`config.mk`:
```
export PLATFORM = sky130hd
export DESIGN_NAME = naive_intt_seq
export DESIGN_NICKNAME = d
export VERILOG_FILES = /design/src/rtl/ntt_pkg.sv /design/src/rtl/mod_mac.sv /design/src/rtl/naive_intt_seq.sv
export SDC_FILE = /design/constraint.sdc
export NUM_CORES = 1
export LEC_CHECK = 0
export CORE_MARGIN = 3
export CORE_UTILIZATION = 56
export CTS_CLUSTER_DIAMETER = 60
export DETAILED_ROUTE_END_ITERATION = 12
export GPL_ROUTABILITY_DRIVEN = 0
export GPL_TIMING_DRIVEN = 0
export PLACE_DENSITY_LB_ADDON = 0.3
export SYNTH_ARGS = -nofsm -noshare
export SYNTH_HDL_FRONTEND = slang
export SYNTH_SLANG_ARGS = --single-unit
```
`constraint.sdc`:
```
create_clock -name clk -period 60 [get_ports clk]
set_input_delay 6 -clock clk [delete_from_list [all_inputs] [get_ports clk]]
set_output_delay 6 -clock clk [all_outputs]
set_load 0.02 [all_outputs]
```
`src/rtl/ntt_pkg.sv`:
```
// Shared NTT datapath types: transform size, word type and FSM encoding.
package ntt_pkg;
  localparam int N     = 8;
  localparam int W     = 8;
  localparam int LOG_N = 3;

  typedef logic [W-1:0] word_t;

  typedef enum logic [1:0] {
    LOAD    = 2'd0,
    COMPUTE = 2'd1,
    DRAIN   = 2'd2
  } state_e;
endpackage

```
`src/rtl/mod_mac.sv`:
```
// Combinational modular multiply-accumulate: res = (acc + a*b mod q) mod q.
// acc is assumed already reduced (< q). Moduli below 2 force a zero result.
module mod_mac
  import ntt_pkg::*;
(
  input  logic [W-1:0] acc,
  input  logic [W-1:0] a,
  input  logic [W-1:0] b,
  input  logic [W-1:0] q,
  output logic [W-1:0] res
);

  logic [2*W-1:0] prod;
  logic [W-1:0]   qd;
  logic [W-1:0]   pm;
  logic [W:0]     sum;

  // Full product, reduce, then one conditional subtract on the W+1 bit sum.
  always_comb begin
    qd   = (q < W'(2)) ? W'(1) : q;
    prod = a * b;
    pm   = W'(prod % (2*W)'(qd));
    sum  = {1'b0, acc} + {1'b0, pm};
    if (sum >= {1'b0, q}) sum = sum - {1'b0, q};
    res  = (q < W'(2)) ? '0 : sum[W-1:0];
  end

endmodule

```
`src/rtl/naive_intt_seq.sv`:
```
// Sequential naive inverse NTT, N=8: buffer 8 coefficients, run one MAC per
// cycle (8 MACs + 1 scale per output), then stream y[0..7] out.
module naive_intt_seq
  import ntt_pkg::*;
(
  input  logic                clk,
  input  logic                rst_n,
  input  logic                in_valid,
  output logic                in_ready,
  input  logic [W-1:0]        in_data,
  input  logic [W-1:0]        mod,
  input  logic [N-1:0][W-1:0] inv_omegas,
  input  logic [W-1:0]        n_inv,
  output logic                out_valid,
  input  logic                out_ready,
  output logic [W-1:0]        out_data,
  output logic                out_last,
  output logic                busy
);

  localparam logic [1:0] S_LOAD    = LOAD;
  localparam logic [1:0] S_COMPUTE = COMPUTE;
  localparam logic [1:0] S_DRAIN   = DRAIN;

  logic [1:0]           state;
  logic [LOG_N-1:0]     ld_cnt;
  logic [LOG_N:0]       j;       // 0..7 MAC, 8 = scale cycle
  logic [LOG_N-1:0]     k;       // output index, shared by COMPUTE and DRAIN
  word_t                acc;
  logic [N-1:0][W-1:0]  x_buf;
  logic [N-1:0][W-1:0]  y_buf;
  word_t                q_r;
  word_t                n_inv_r;
  logic [N-1:0][W-1:0]  iw_r;

  word_t                q_cur;
  word_t                x_red;
  word_t                mac_acc, mac_a, mac_b, mac_res;
  logic [LOG_N-1:0]     jk_idx;

  // The first word of a block is reduced with the live modulus, since the
  // captured copy only lands on that same edge.
  assign q_cur  = (ld_cnt == '0) ? mod : q_r;
  assign jk_idx = LOG_N'(j[LOG_N-1:0] * k);

  mod_mac u_reduce (
    .acc (W'(0)),
    .a   (in_data),
    .b   (W'(1)),
    .q   (q_cur),
    .res (x_red)
  );

  // One shared MAC: accumulate x[j]*iw[j*k] or, on the scale cycle, acc*n_inv.
  always_comb begin
    mac_acc = '0;
    mac_a   = x_buf[j[LOG_N-1:0]];
    mac_b   = iw_r[jk_idx];
    if (j[LOG_N]) begin
      mac_a = acc;
      mac_b = n_inv_r;
    end else if (j != '0) begin
      mac_acc = acc;
    end
  end

  mod_mac u_mac (
    .acc (mac_acc),
    .a   (mac_a),
    .b   (mac_b),
    .q   (q_r),
    .res (mac_res)
  );

  assign in_ready  = (state == S_LOAD);
  assign out_valid = (state == S_DRAIN);
  assign out_data  = out_valid ? y_buf[k] : '0;
  assign out_last  = out_valid && (k == '1);
  assign busy      = !((state == S_LOAD) && (ld_cnt == '0));

  // FSM, counters, buffers and captured configuration.
  always_ff @(posedge clk or negedge rst_n) begin
    if (!rst_n) begin
      state   <= S_LOAD;
      ld_cnt  <= '0;
      j       <= '0;
      k       <= '0;
      acc     <= '0;
      x_buf   <= '0;
      y_buf   <= '0;
      q_r     <= '0;
      n_inv_r <= '0;
      iw_r    <= '0;
    end else begin
      case (state)
        S_LOAD: begin
          if (in_valid) begin
            x_buf[ld_cnt] <= x_red;
            if (ld_cnt == '0) begin
              q_r     <= mod;
              n_inv_r <= n_inv;
              iw_r    <= inv_omegas;
            end
            ld_cnt <= ld_cnt + (LOG_N)'(1);
            if (ld_cnt == '1) begin
              state <= S_COMPUTE;
              j     <= '0;
              k     <= '0;
            end
          end
        end
        S_COMPUTE: begin
          if (!j[LOG_N]) begin
            acc <= mac_res;
            j   <= j + (LOG_N+1)'(1);
          end else begin
            y_buf[k] <= mac_res;
            j        <= '0;
            k        <= k + (LOG_N)'(1);
            if (k == '1) state <= S_DRAIN;
          end
        end
        S_DRAIN: begin
          if (out_ready) begin
            k <= k + (LOG_N)'(1);
            if (k == '1) state <= S_LOAD;
          end
        end
        default: state <= S_LOAD;
      endcase
    end
  end

endmodule

```
Yosys cells after proc, flatten, opt, wreduce, memory -nomap -nowiden
Cells that the tools add are included.

storage, ports and cells
  register bits after elaboration = 228
  bits in latches = 0
  RAM bits = 0
  memory bits (read-only) = 0
  input port bits = 92
  output and inout port bits = 12
  logic and storage cells = 119
  memories kept = 0

operators by class
  add/sub/neg operators = 6
  $mul = 2
  divide/modulo/power cells = 2
  order comparisons = 10
  equality and inequality tests = 10
  shifts and indexed selects = 0
  mux-type cells = 40
  bitwise gates (word level) = 1
  reduce and logical (&&, ||, !) cells = 17

operators with widths
  cell                   count
  $mux W8                17
  $bwmux W64             2
  $bmux W8 S3            3
  $demux W8 S3           2
  $lt A3 B4 Y1 const B   4
  $lt A8 B2 Y1 const B   2
  $mod A16 B8 Y16        1
  $mod A8 B8 Y16         1
  $mul A8 B8 Y16         1
  $sub A8 B8 Y8          2
  $mux W2                6
  $mux W3                4
  $mux W4                3
  $add A8 B8 Y9          1
  $ge A9 B8 Y1           1
  $pmux W3 S3            1
  $ge A8 B8 Y1           1
  $pmux W4 S2            1
  $add A3 B1 Y3 const B  2
  $eq A3 B3 Y1 const B   2
  $ge A3 B1 Y1 const B   2
  $ne A2 B1 Y1 const B   3
  $ne A2 B2 Y1 const B   3
  $pmux W2 S3            1
  other kinds (16)       22

Depth between registers and ports, before layout
Gate-level depths: netlist (run 1).

  depth in word-level cells = 11
  gate-level depth with buffers = 201
  mapped depth without buffers = 187

Modules after synthesis
Synthesis (run 1) repeated with hierarchy kept, for this count alone.

unflattened totals
  cells, all modules = 3073
  area total of the unflattened synthesis = 28185.8 sq um

by module, submodules not included
  module              instances  cells each  area an instance (sq um)  seq. area each (sq um)
  naive_intt_seq      1          754         10737.8                   5705.5
  mod_mac (u_mac)     1          1156        8728.4                    0.0
  mod_mac (u_reduce)  1          1163        8719.6                    0.0

Worst setup path after synthesis (run 1)
OpenSTA, ideal clock, no wires.

  path kind = flip-flop to flip-flop
  from = reg j[1]
  to = reg y_buf[8] in the netlist's numbering
  library setup time = 0.068 ns
  arrival = 38.841 ns
  required time = 59.932 ns
  slack = 21.091 ns
  stages on the path, launching flop included = 190
  path buffers = 14
  clock period less this slack = 38.909 ns
  path through = dfrtp_1 > clkbuf_1 > buf_1 > inv_1 > nor2_1 > ha_1 > xor2_1 > xnor2_1 > clkbuf_1 > mux4_2 > mux2i_1 > nor2_1 > a21oi_1 > nor2_1 > fa_1 > fa_1 > fa_1 > fa_1 > (+154 left out) > o31ai_1 > o2bb2ai_4 > mux2i_1 > ha_1 > fa_1 > ha_1 > nor2b_1 > o21ai_0 > nand2b_1 > a21o_1 > a21o_1 > a21o_1 > a21o_1 > and2_1 > or2_2 > clkbuf_1 > a211oi_1 > mux2_2

on the way
  word-level cells in the longest chain between the ends = 11
  elaborated cells between the ends (all ways) = 18
  classes of those cells = 2 x add/sub; 2 x mul; 1 x div; 1 x order compare; 11 x mux; 1 x reduce/logical

RTL lines
  what                                           RTL line               text
  from (decl)                                    naive_intt_seq.sv:27   logic [LOG_N:0] j;
  from (signal assigned)                         naive_intt_seq.sv:115  j <= j + (LOG_N+1)'(1);
  $mul A3 B3 Y3                                  naive_intt_seq.sv:44   assign jk_idx = LOG_N'(j[LOG_N-1:0] * k);
  $bmux W8 S3                                    naive_intt_seq.sv:58   mac_b = iw_r[jk_idx];
  $mux W8 (not written as such)                  naive_intt_seq.sv:58
  $mux W8                                        naive_intt_seq.sv:59   if (j[LOG_N]) begin
  $mul A8 B8 Y16                                 mod_mac.sv:21          prod = a * b;
  $mod A16 B8 Y16                                mod_mac.sv:22          pm = W'(prod % (2*W)'(qd));
  $add A8 B8 Y9 (*)                              mod_mac.sv:23          sum = {1'b0, acc} + {1'b0, pm};
  $sub A8 B8 Y8 or $ge A9 B8 Y1 (tied branches)  mod_mac.sv:24          if (sum >= {1'b0, q}) sum = sum - {1'b0, q};
  $mux W8 (*)                                    mod_mac.sv:24
  $mux W8 (*)                                    mod_mac.sv:25          res = (q < W'(2)) ? '0 : sum[W-1:0];
  $bwmux W64 (*)                                 naive_intt_seq.sv:117  y_buf[k] <= mac_res;
  to (signal, indexed assignment)                naive_intt_seq.sv:117
  to (decl)                                      naive_intt_seq.sv:31   logic [N-1:0][W-1:0] y_buf;

Every way passes the cells marked *; elsewhere a longest branch is shown, timed or not. The select of a mux whose other input is x is not followed.
A chain may end at the register's enable or synchronous reset.

Worst setup path in the final report (run 1)
  from = reg j[1]
  to = reg y_buf[41] in the netlist's numbering

Same word-level chain as after synthesis.

==> impl_metrics.yaml, run 1 <==
worst_setup_path:
  slowest_delay_ns: 1.21
  crit_required_ns: 60.46
  crit_type: "reg2reg"
  rr_endpoint: "y_buf[41]"
  timing.rr.start: "j[1]"
  arrival_ns: 48.16
  cp_max_fo: 10
  cpMaxStageDelayCell: "a211oi_1"
  ff2ff_setup_slack_ns: 12.30
  worstSetupEndpointType: "flip-flop"
  r2r_cells: 188
  critPathMostFrequentCell: "o21a_1"
  critical_path.startpoint_type: "flip-flop"
synth:
  synth.cell_area_um2: 25400
  synth-edff-count: 0
  ys_top_cells_by_area: "dfrtp_1, ha_1, mux2_2"
  ys_ff_latch: 228
  async_flop_share: 1.00
  synth.top_cell.area_share: 0.224
  avgSynthCellArea_um2: 9.06
  synth.cells.most_frequent: "ha_1, mux2_2, nor2_1"
  synth_top_area_cell: "dfrtp_1"
  yosys_most_used_dff: "dfrtp_1"
  seq_area_frac_synth: 0.224
  syn_inst: 2805
  yosysWarnings: 0
  synth_most_common_cell: "ha_1"
  synth.distinct_cells: 111
clock_tree:
  ctsRootBufferMaster: "clkbuf_16"
  ctsHoldBuffers: 0
  cts_made_buffers: 23
  cts_tree: "yes"
  cts_resized: 0
  cts_max_level: 1
  clkTransAtPathRegs_ns: 0.07
  postCtsSetupRepairBufs: 0
  worst_skew_pair.late_latency_ns: 0.55
  clockBufferDepth: 3
  clock_sinks: 228
final_layout:
  stdcell_count: 3557
  final_area_um2: 28200
  n_antenna_cell: 0
  nFillCells: 3657
  drive_gt1_frac: 0.160
  nets: 3355
  area_growth_pct: 10.9
timing:
  slew_headroom: 0.0406
  rsz0062_at_grt: "false"
  period_needed_ns: 47.70
  setup-tns-final_ns: 0
  setup_viol: 0
  holdWs_ns: 0.483
  layout_worst_path_cycle_share: 0.795
  fmax_mhz: 21.0
  drv_slew: 0
  max_slew.worst_pin.slew_ns: 1.43
  finClkSkew_ns: 0.0265
  hold_viol_final: 0
global_routing:
  grt_max_degree: 120
  busiest_layer: "met2"
  grtUsageMet2: 0.486
  grt_util_met3: 0.0318
  grt_pass1_wl_um: 113000
  gr-usage-all-layers: 0.283
  antenna_found_initial: 1
  grt_overflow_total: 0
  grt_pass1_vias: 22838
  grt_use_met1: 0.375
routing:
  antenna_left: 0
  avgRoutedWirePerCell_um: 19.3
  drt_wl_total_um: 68800
  viasPerCell: 6.35
  drcViolationCount: 0
  first_pass_iters: 7
  drt-initial-drc-count: 1839
  num_vias: 22604
place:
  place.detailed.hpwl_um: 53100
  place.port_buffers: 103
  placed_cell_area_um2: 27400
  dpl.cell_count: 3515
floorplan:
  dieArea_um2: 48000
  io-pin-count: 104
  die_h_um: 219
  rows: 77
  die_w_um: 219
  core_um2: 44500
  initial_core_util: 0.571
hold_path:
  worstHoldPathCells: 1
  hold_class: "reg2reg"
  hp-start: "x_buf[29]"
  hold_end: "x_buf[29]"
run_status:
  outcome: "finished, final reports clean"
run:
  cap_viol_max_count: 0
==> cell usage in the layout, fill, tap and decap left out, types with 66 or more instances in the layout <==
master and count:
o21ai_0 95, a21oi_1 160, clkdlybuf4s50_1 102, inv_1 161, nor2_1 233, dfrtp_1 228
mux2_2 269, nor3_1 92, o21a_1 95, nand2_1 207, ha_1 274, a21o_1 66
==> cells by family after synthesis <==
logic type	Yosys count	synth area share
AO/OA/AOI/OAI	701	0.193
XOR/XNOR	114	0.0393
adder cells (fa/ha/maj)	316	0.168
buffers and inverters	245	0.0376
flip-flops	228	0.224
multiplexers	364	0.176
other	1	0.000147
AND/OR/NAND/NOR	836	0.162
==> worst max path at each step <==
stage / slack [ns] / to / start
after CTS: 13.07 / y_buf[41] / j[1]
after floorplan: 21.09 / y_buf[8] / j[1]
after detailed placement: 13.39 / y_buf[41] / j[1]
after global routing: 8.85 / y_buf[41] / j[1]
after global placement: 14.56 / y_buf[57] / j[1]
final: 12.30 / y_buf[41] / j[1]
==> worst max-delay path: cells and delay by family (launching register included) <==
kind | cells | cell delay (ns)
compound gates | 94 | 22.00
xor+xnor | 3 | 0.94
fa+ha+maj | 25 | 7.98
buf+inv | 19 | 5.44
flops | 1 | 0.36
mux | 10 | 3.65
simple gates | 37 | 7.15
==> registers in the layout, indices dropped and copies added, names as in the netlist <==
name and flops:
q_r 8, iw_r 64, k 3, j 4, state 2, acc 8, n_inv_r 8, y_buf 64
ld_cnt 3, x_buf 64
==> through the flow <==
step	setup slack [ns]	util
global placement	14.56	0.612
floorplan	21.09	-
CTS	13.07	0.633
finish	12.30	0.633
detailed placement	13.39	0.615
global route	8.85	0.633
==> metal layers <==
metal,vias to the layer above,share of wire,wire (um)
met3,154,0.051,3530
met5,-,0.00019,13
li1,10637,-,-
met1,11050,0.43,29700
met2,761,0.49,33400
met4,2,0.031,2120
==> final cells by class <==
| cell class | instances | area (um^2) | share of cell area |
|---|---|---|---|
| timing repair buffer | 111 | 1130 | 0.0403 |
| buffer | 83 | 349 | 0.0124 |
| sequential | 228 | 5710 | 0.202 |
| multi-input combinational | 2339 | 18800 | 0.668 |
| clock buffer | 27 | 611 | 0.0217 |
| inverter | 162 | 608 | 0.0216 |
| clock inverter | 15 | 211 | 0.00750 |
| tap | 592 | 741 | 0.0263 |
Power of run 1 is not shown: default switching activity piles up to over one toggle a cycle in this logic, so the estimate is an artifact.
==> run 2, diff against run 1 <==
==> constraint.sdc (replaced) <==
create_clock -name clk -period 42.9 [get_ports clk]
set_input_delay 4.29 -clock clk [delete_from_list [all_inputs] [get_ports clk]]
set_output_delay 4.29 -clock clk [all_outputs]
set_load 0.02 [all_outputs]
==> run 2 against run 1 <==
Against the previous run:
- via count grew 0.75%
- die area did not move
- clock skew is 0.0084 ns higher
- worst hold slack better by 0.00095 ns
- setup slack worse by 10 ns
- clock-buffer cell count stayed put
- sequential cell count unchanged
- sequential share of layout area decreased by 0.45 points
- cell count grew 0.67%
==> impl_metrics.yaml, run 2 (synthesis gave the netlist of run 1 again) <==
final_layout:
  area_growth_pct: 13.4
  layout_commonest_cell: "ha_1"
  n_antenna_cell: 0
  final_area_um2: 28800
  nets: 3379
  reg.largest.list: "iw_r: 64 flops, x_buf: 64 flops, y_buf: 64 flops"
  nFillCells: 3533
  final_cell_mix: "ha_1, mux2_2, dfrtp_1, nor2_1, nand2_1"
  drive_gt1_frac: 0.192
  seq_area_um2: 5710
  multi_input_area_um2: 19200
global_routing:
  grt_max_degree: 120
  gr-usage-all-layers: 0.284
  antenna_found_initial: 1
  grt_overflow_total: 0
  grt_pass1_vias: 22914
  grt_pass1_wl_um: 113000
worst_setup_path:
  worstSetupEndpointType: "flip-flop"
  crit_type: "reg2reg"
  slowest_delay_ns: 0.56
  cp_max_fo: 10
  rr_endpoint: "y_buf[28]"
  critPathMostFrequentCell: "o21a_1"
  path_buf_inv: 18
  cpMaxStageDelayCell: "fa_1"
  crit_required_ns: 43.31
  cp_top_family: "compound AO/OA/AOI/OAI gates"
  timing.rr.start: "j[1]"
  critical_path.startpoint_type: "flip-flop"
  r2r_cells: 191
  arrival_ns: 41.13
  ff2ff_setup_slack_ns: 2.17
place:
  placed_cell_area_um2: 27400
  place.port_buffers: 103
  place.detailed.hpwl_um: 53100
routing:
  drt_wl_total_um: 70000
  num_vias: 22774
  drt-initial-drc-count: 1775
  antenna_left: 0
  first_pass_iters: 5
  viasPerCell: 6.36
  drcViolationCount: 0
  avgRoutedWirePerCell_um: 19.5
clock_tree:
  cts_max_level: 1
  cts_made_buffers: 23
  ctsHoldBuffers: 0
  clkTransAtPathRegs_ns: 0.07
  clockBufferDepth: 3
  cts_tree: "yes"
  ctsRootBufferMaster: "clkbuf_16"
  worst_skew_pair.late_latency_ns: 0.55
  clock_sinks: 228
timing:
  layout_worst_path_cycle_share: 0.949
  hold_viol_final: 0
  period_needed_ns: 40.73
  slew_headroom: 0.121
  holdWs_ns: 0.484
  drv_slew: 0
  fmax_mhz: 24.6
  max_slew.worst_pin.slew_ns: 1.32
  setup-tns-final_ns: 0
  setup_viol: 0
  finClkSkew_ns: 0.0349
floorplan:
  initial_core_util: 0.571
  io-pin-count: 104
  die_h_um: 219
  core_um2: 44500
  die_w_um: 219
  rows: 77
  dieArea_um2: 48000
hold_path:
  worstHoldPathCells: 1
  hold_class: "reg2reg"
  hold_end: "x_buf[29]"
  hp-start: "x_buf[29]"
run:
  cap_viol_max_count: 0
run_status:
  outcome: "finished, final reports clean"
==> run 2: cell types whose count changed in the layout (fill, tap and decap cells not counted), moves of 7 or more <==
cell and delta:
buf_4 +27, mux2i_1 -7, nor2_1 -9, a21oi_4 +7
a21oi_1 -20, a21oi_2 +13, clkbuf_1 -12
==> run 2: worst max-delay path by stage <==
stage,depth (start not counted),startpoint,endpoint,slack (ns)
2_1_floorplan,189,j[1],y_buf[8],3.99
3_3_place_gp,186,j[1],y_buf[57],-2.54
3_5_place_dp,188,j[1],y_buf[41],-3.71
4_1_cts,187,j[1],y_buf[26],0.02
5_1_grt,189,k[0],y_buf[28],-0.30
6_report,191,j[1],y_buf[28],2.17
==> run 2: final cells by class <==
type / instances / share of cell area
buffer: 80 / 0.0138
inverter: 162 / 0.0213
clock inverter: 15 / 0.00733
multi-input combinational: 2339 / 0.667
timing repair buffer: 138 / 0.0464
tap: 592 / 0.0257
clock buffer: 27 / 0.0212
sequential: 228 / 0.198
==> run 2: per-layer routing <==
metal	GRT usage	vias up	wire length, um
li1	-	10701	-
met1	0.376	11112	30000
met2	0.488	778	34000
met3	0.0339	181	3690
met4	0.0888	2	2250
met5	0	-	13
==> run 2: stage by stage <==
stage / instances / util / setup WS (ns)
floorplan: 2812 / - / 3.99
global placement: 3507 / 0.612 / -2.54
detailed placement: 3515 / 0.615 / -3.71
CTS: 3558 / 0.638 / 0.0212
global route: 3581 / 0.648 / -0.304
finish: 3581 / 0.648 / 2.17
==> run 2: what timing repair did <==
action,in CTS,in global routing
pin swaps,3,9
setup buffers,3,24
endpoints found under the setup margin,72,136
hold endpoints to repair,0,0
resized for setup,45,91
Power of run 2 is left out for the same reason.
==> run 3, diff against run 2 <==
--- a/config.mk
+++ b/config.mk
@@ -5,6 +5,7 @@
 export SDC_FILE = /design/constraint.sdc
 export NUM_CORES = 1
 export LEC_CHECK = 0
+export CORE_ASPECT_RATIO = 1.4
 export CORE_MARGIN = 3
 export CORE_UTILIZATION = 56
 export CTS_CLUSTER_DIAMETER = 60
@@ -15,3 +16,4 @@
 export SYNTH_ARGS = -nofsm -noshare
 export SYNTH_HDL_FRONTEND = slang
 export SYNTH_SLANG_ARGS = --single-unit
+export TNS_END_PERCENT = 20
==> run 3 against run 2 <==
Against the previous run:
- via count is 1.0% higher
- global-route usage is 0.45 points higher
- highest routed layer is now met4
- die area hardly changed
- sequential share of layout area is 0.060 points lower
- routed wire length is 1.8% higher
- setup slack better by 0.024 ns
- cell area is 0.28% higher
- first-iteration DRC count is 7.6% lower
- core utilization is 0.17 points higher
- critical path type unchanged
- cell count is 0.56% higher
==> impl_metrics.yaml, run 3 (synthesis gave the netlist of run 1 again) <==
worst_setup_path:
  r2r_cells: 190
  arrival_ns: 41.10
  cp_max_fo: 10
  worstSetupEndpointType: "flip-flop"
  cpMaxStageDelayCell: "fa_1"
  critical_path.startpoint_type: "flip-flop"
  ff2ff_setup_slack_ns: 2.20
  critPathMostFrequentCell: "o21a_1"
  crit_required_ns: 43.30
  slowest_delay_ns: 0.55
  crit_type: "reg2reg"
clock_tree:
  clkTransAtPathRegs_ns: 0.06
  ctsRootBufferMaster: "clkbuf_16"
  cts_max_level: 1
  cts_tree: "yes"
  clockBufferDepth: 3
  worst_skew_pair.late_latency_ns: 0.53
  clock_sinks: 228
  ctsHoldBuffers: 0
  cts_made_buffers: 24
final_layout:
  seq_area_um2: 5710
  nets: 3385
  reg.largest.list: "iw_r: 64 flops, x_buf: 64 flops, y_buf: 64 flops"
  layout_commonest_cell: "ha_1"
  nFillCells: 3535
  fin_util: 0.650
  multi_input_area_um2: 19200
  area_growth_pct: 13.8
  final_cell_mix: "ha_1, mux2_2, dfrtp_1, nor2_1, nand2_1"
  drive_gt1_frac: 0.195
routing:
  num_vias: 23013
  first_pass_iters: 7
  avgRoutedWirePerCell_um: 19.8
  wl_met3_um: 3010
  drt-initial-drc-count: 1640
  wl_met1_um: 28000
  drcViolationCount: 0
  viasPerCell: 6.39
  antenna_left: 0
  drt_wl_total_um: 71200
  met2_wirelength_um: 37000
  topRoutingLayerUsed: "met4"
timing:
  layout_worst_path_cycle_share: 0.949
  fmax_mhz: 24.6
  hold_viol_final: 0
  drv_slew: 0
  finClkSkew_ns: 0.0247
  max_slew.worst_pin.slew_ns: 1.34
  period_needed_ns: 40.70
  slew_headroom: 0.0845
  setup_viol: 0
global_routing:
  grt_overflow_total: 0
  gr-usage-all-layers: 0.289
  grt_max_degree: 119
  antenna_found_initial: 2
  grt_pass1_vias: 23597
  grt_pass1_wl_um: 115000
floorplan:
  die_w_um: 186
  initial_core_util: 0.571
  die_h_um: 258
  dieArea_um2: 48000
  rows: 91
  core_um2: 44500
  io-pin-count: 104
hold_path:
  worstHoldPathCells: 2
  hold_class: "reg2reg"
run_status:
  outcome: "finished, final reports clean"
place:
  place.detailed.hpwl_um: 54000
  place.port_buffers: 103
run:
  cap_viol_max_count: 0
run 3: cell count changes in the layout (fill, tap and decap cells not counted), moves of 3 or more:
cell,before,now
buf_6,10,6
a21oi_2,16,13
mux2i_1,46,43
buf_2,10,14
nor2_2,8,14
bufinv_16,4,1
o21ai_1,14,17
a21oi_1,140,143
buf_8,2,5
clkbuf_8,2,5
clkinv_2,8,5
buf_12,0,3
nor2_1,224,219
buf_4,32,35
run 3: final timing paths:
check                               from         to
worst min register to register  y_buf[3]   y_buf[3]
worst max register to register      j[1]  y_buf[22]
worst min-delay path            y_buf[3]   y_buf[3]
max in group asynchronous          rst_n   iw_r[14]
min in group asynchronous          rst_n  y_buf[41]
worst max-delay path                j[1]  y_buf[22]
run 3: cell type report:
cell class / count / area share
Timing Repair Buffer: 144 / 0.0494
Clock inverter: 9 / 0.00350
Inverter: 162 / 0.0214
Tap cell: 604 / 0.0261
Buffer: 79 / 0.0134
Sequential cell: 228 / 0.197
Antenna cell: 2 / 0.000173
Multi-Input combinational cell: 2339 / 0.665
Clock buffer: 34 / 0.0238
run 3: critical path: cells and delay by family, from the launching register on:
family                     cells  cell delay, ns
and+or+nand+nor               37            6.35
AOI/OAI and AO/OA             94           18.39
buffers and inverters         19            3.02
adders and majority gates     24            8.22
muxes                         12            3.53
DFF                            1            0.36
xor gates and xnor gates       4            0.66
run 3: timing repair:
action / 4_1_cts / 5_1_grt
setup endpoints to repair: 72 / 136
gates resized for setup: 43 / 96
gates cloned: 0 / 1
setup buffers: 4 / 30
pin swaps: 2 / 14
run 3: layer usage:
layer / GRT usage / vias up
li1: - / 10714
met1: 0.338 / 11310
met2: 0.526 / 743
met3: 0.0290 / 246
met4: 0.131 / 0
met5: 0 / -
run 3: per-stage QoR:
step,cells,hold WS (ns),TNS (ns),instance area [um^2],setup WS (ns)
6_report,3601,0.485,0,28900,2.20
5_1_grt,3601,0.521,-10.98,28900,-0.199
4_1_cts,3571,0.485,0,28400,0.107
3_5_place_dp,3525,0.472,-225.53,27400,-3.62
3_3_place_gp,3519,0.464,-154.39,27200,-2.67
2_1_floorplan,2812,0.444,0,25500,3.99
Power of run 3 is left out for the same reason.
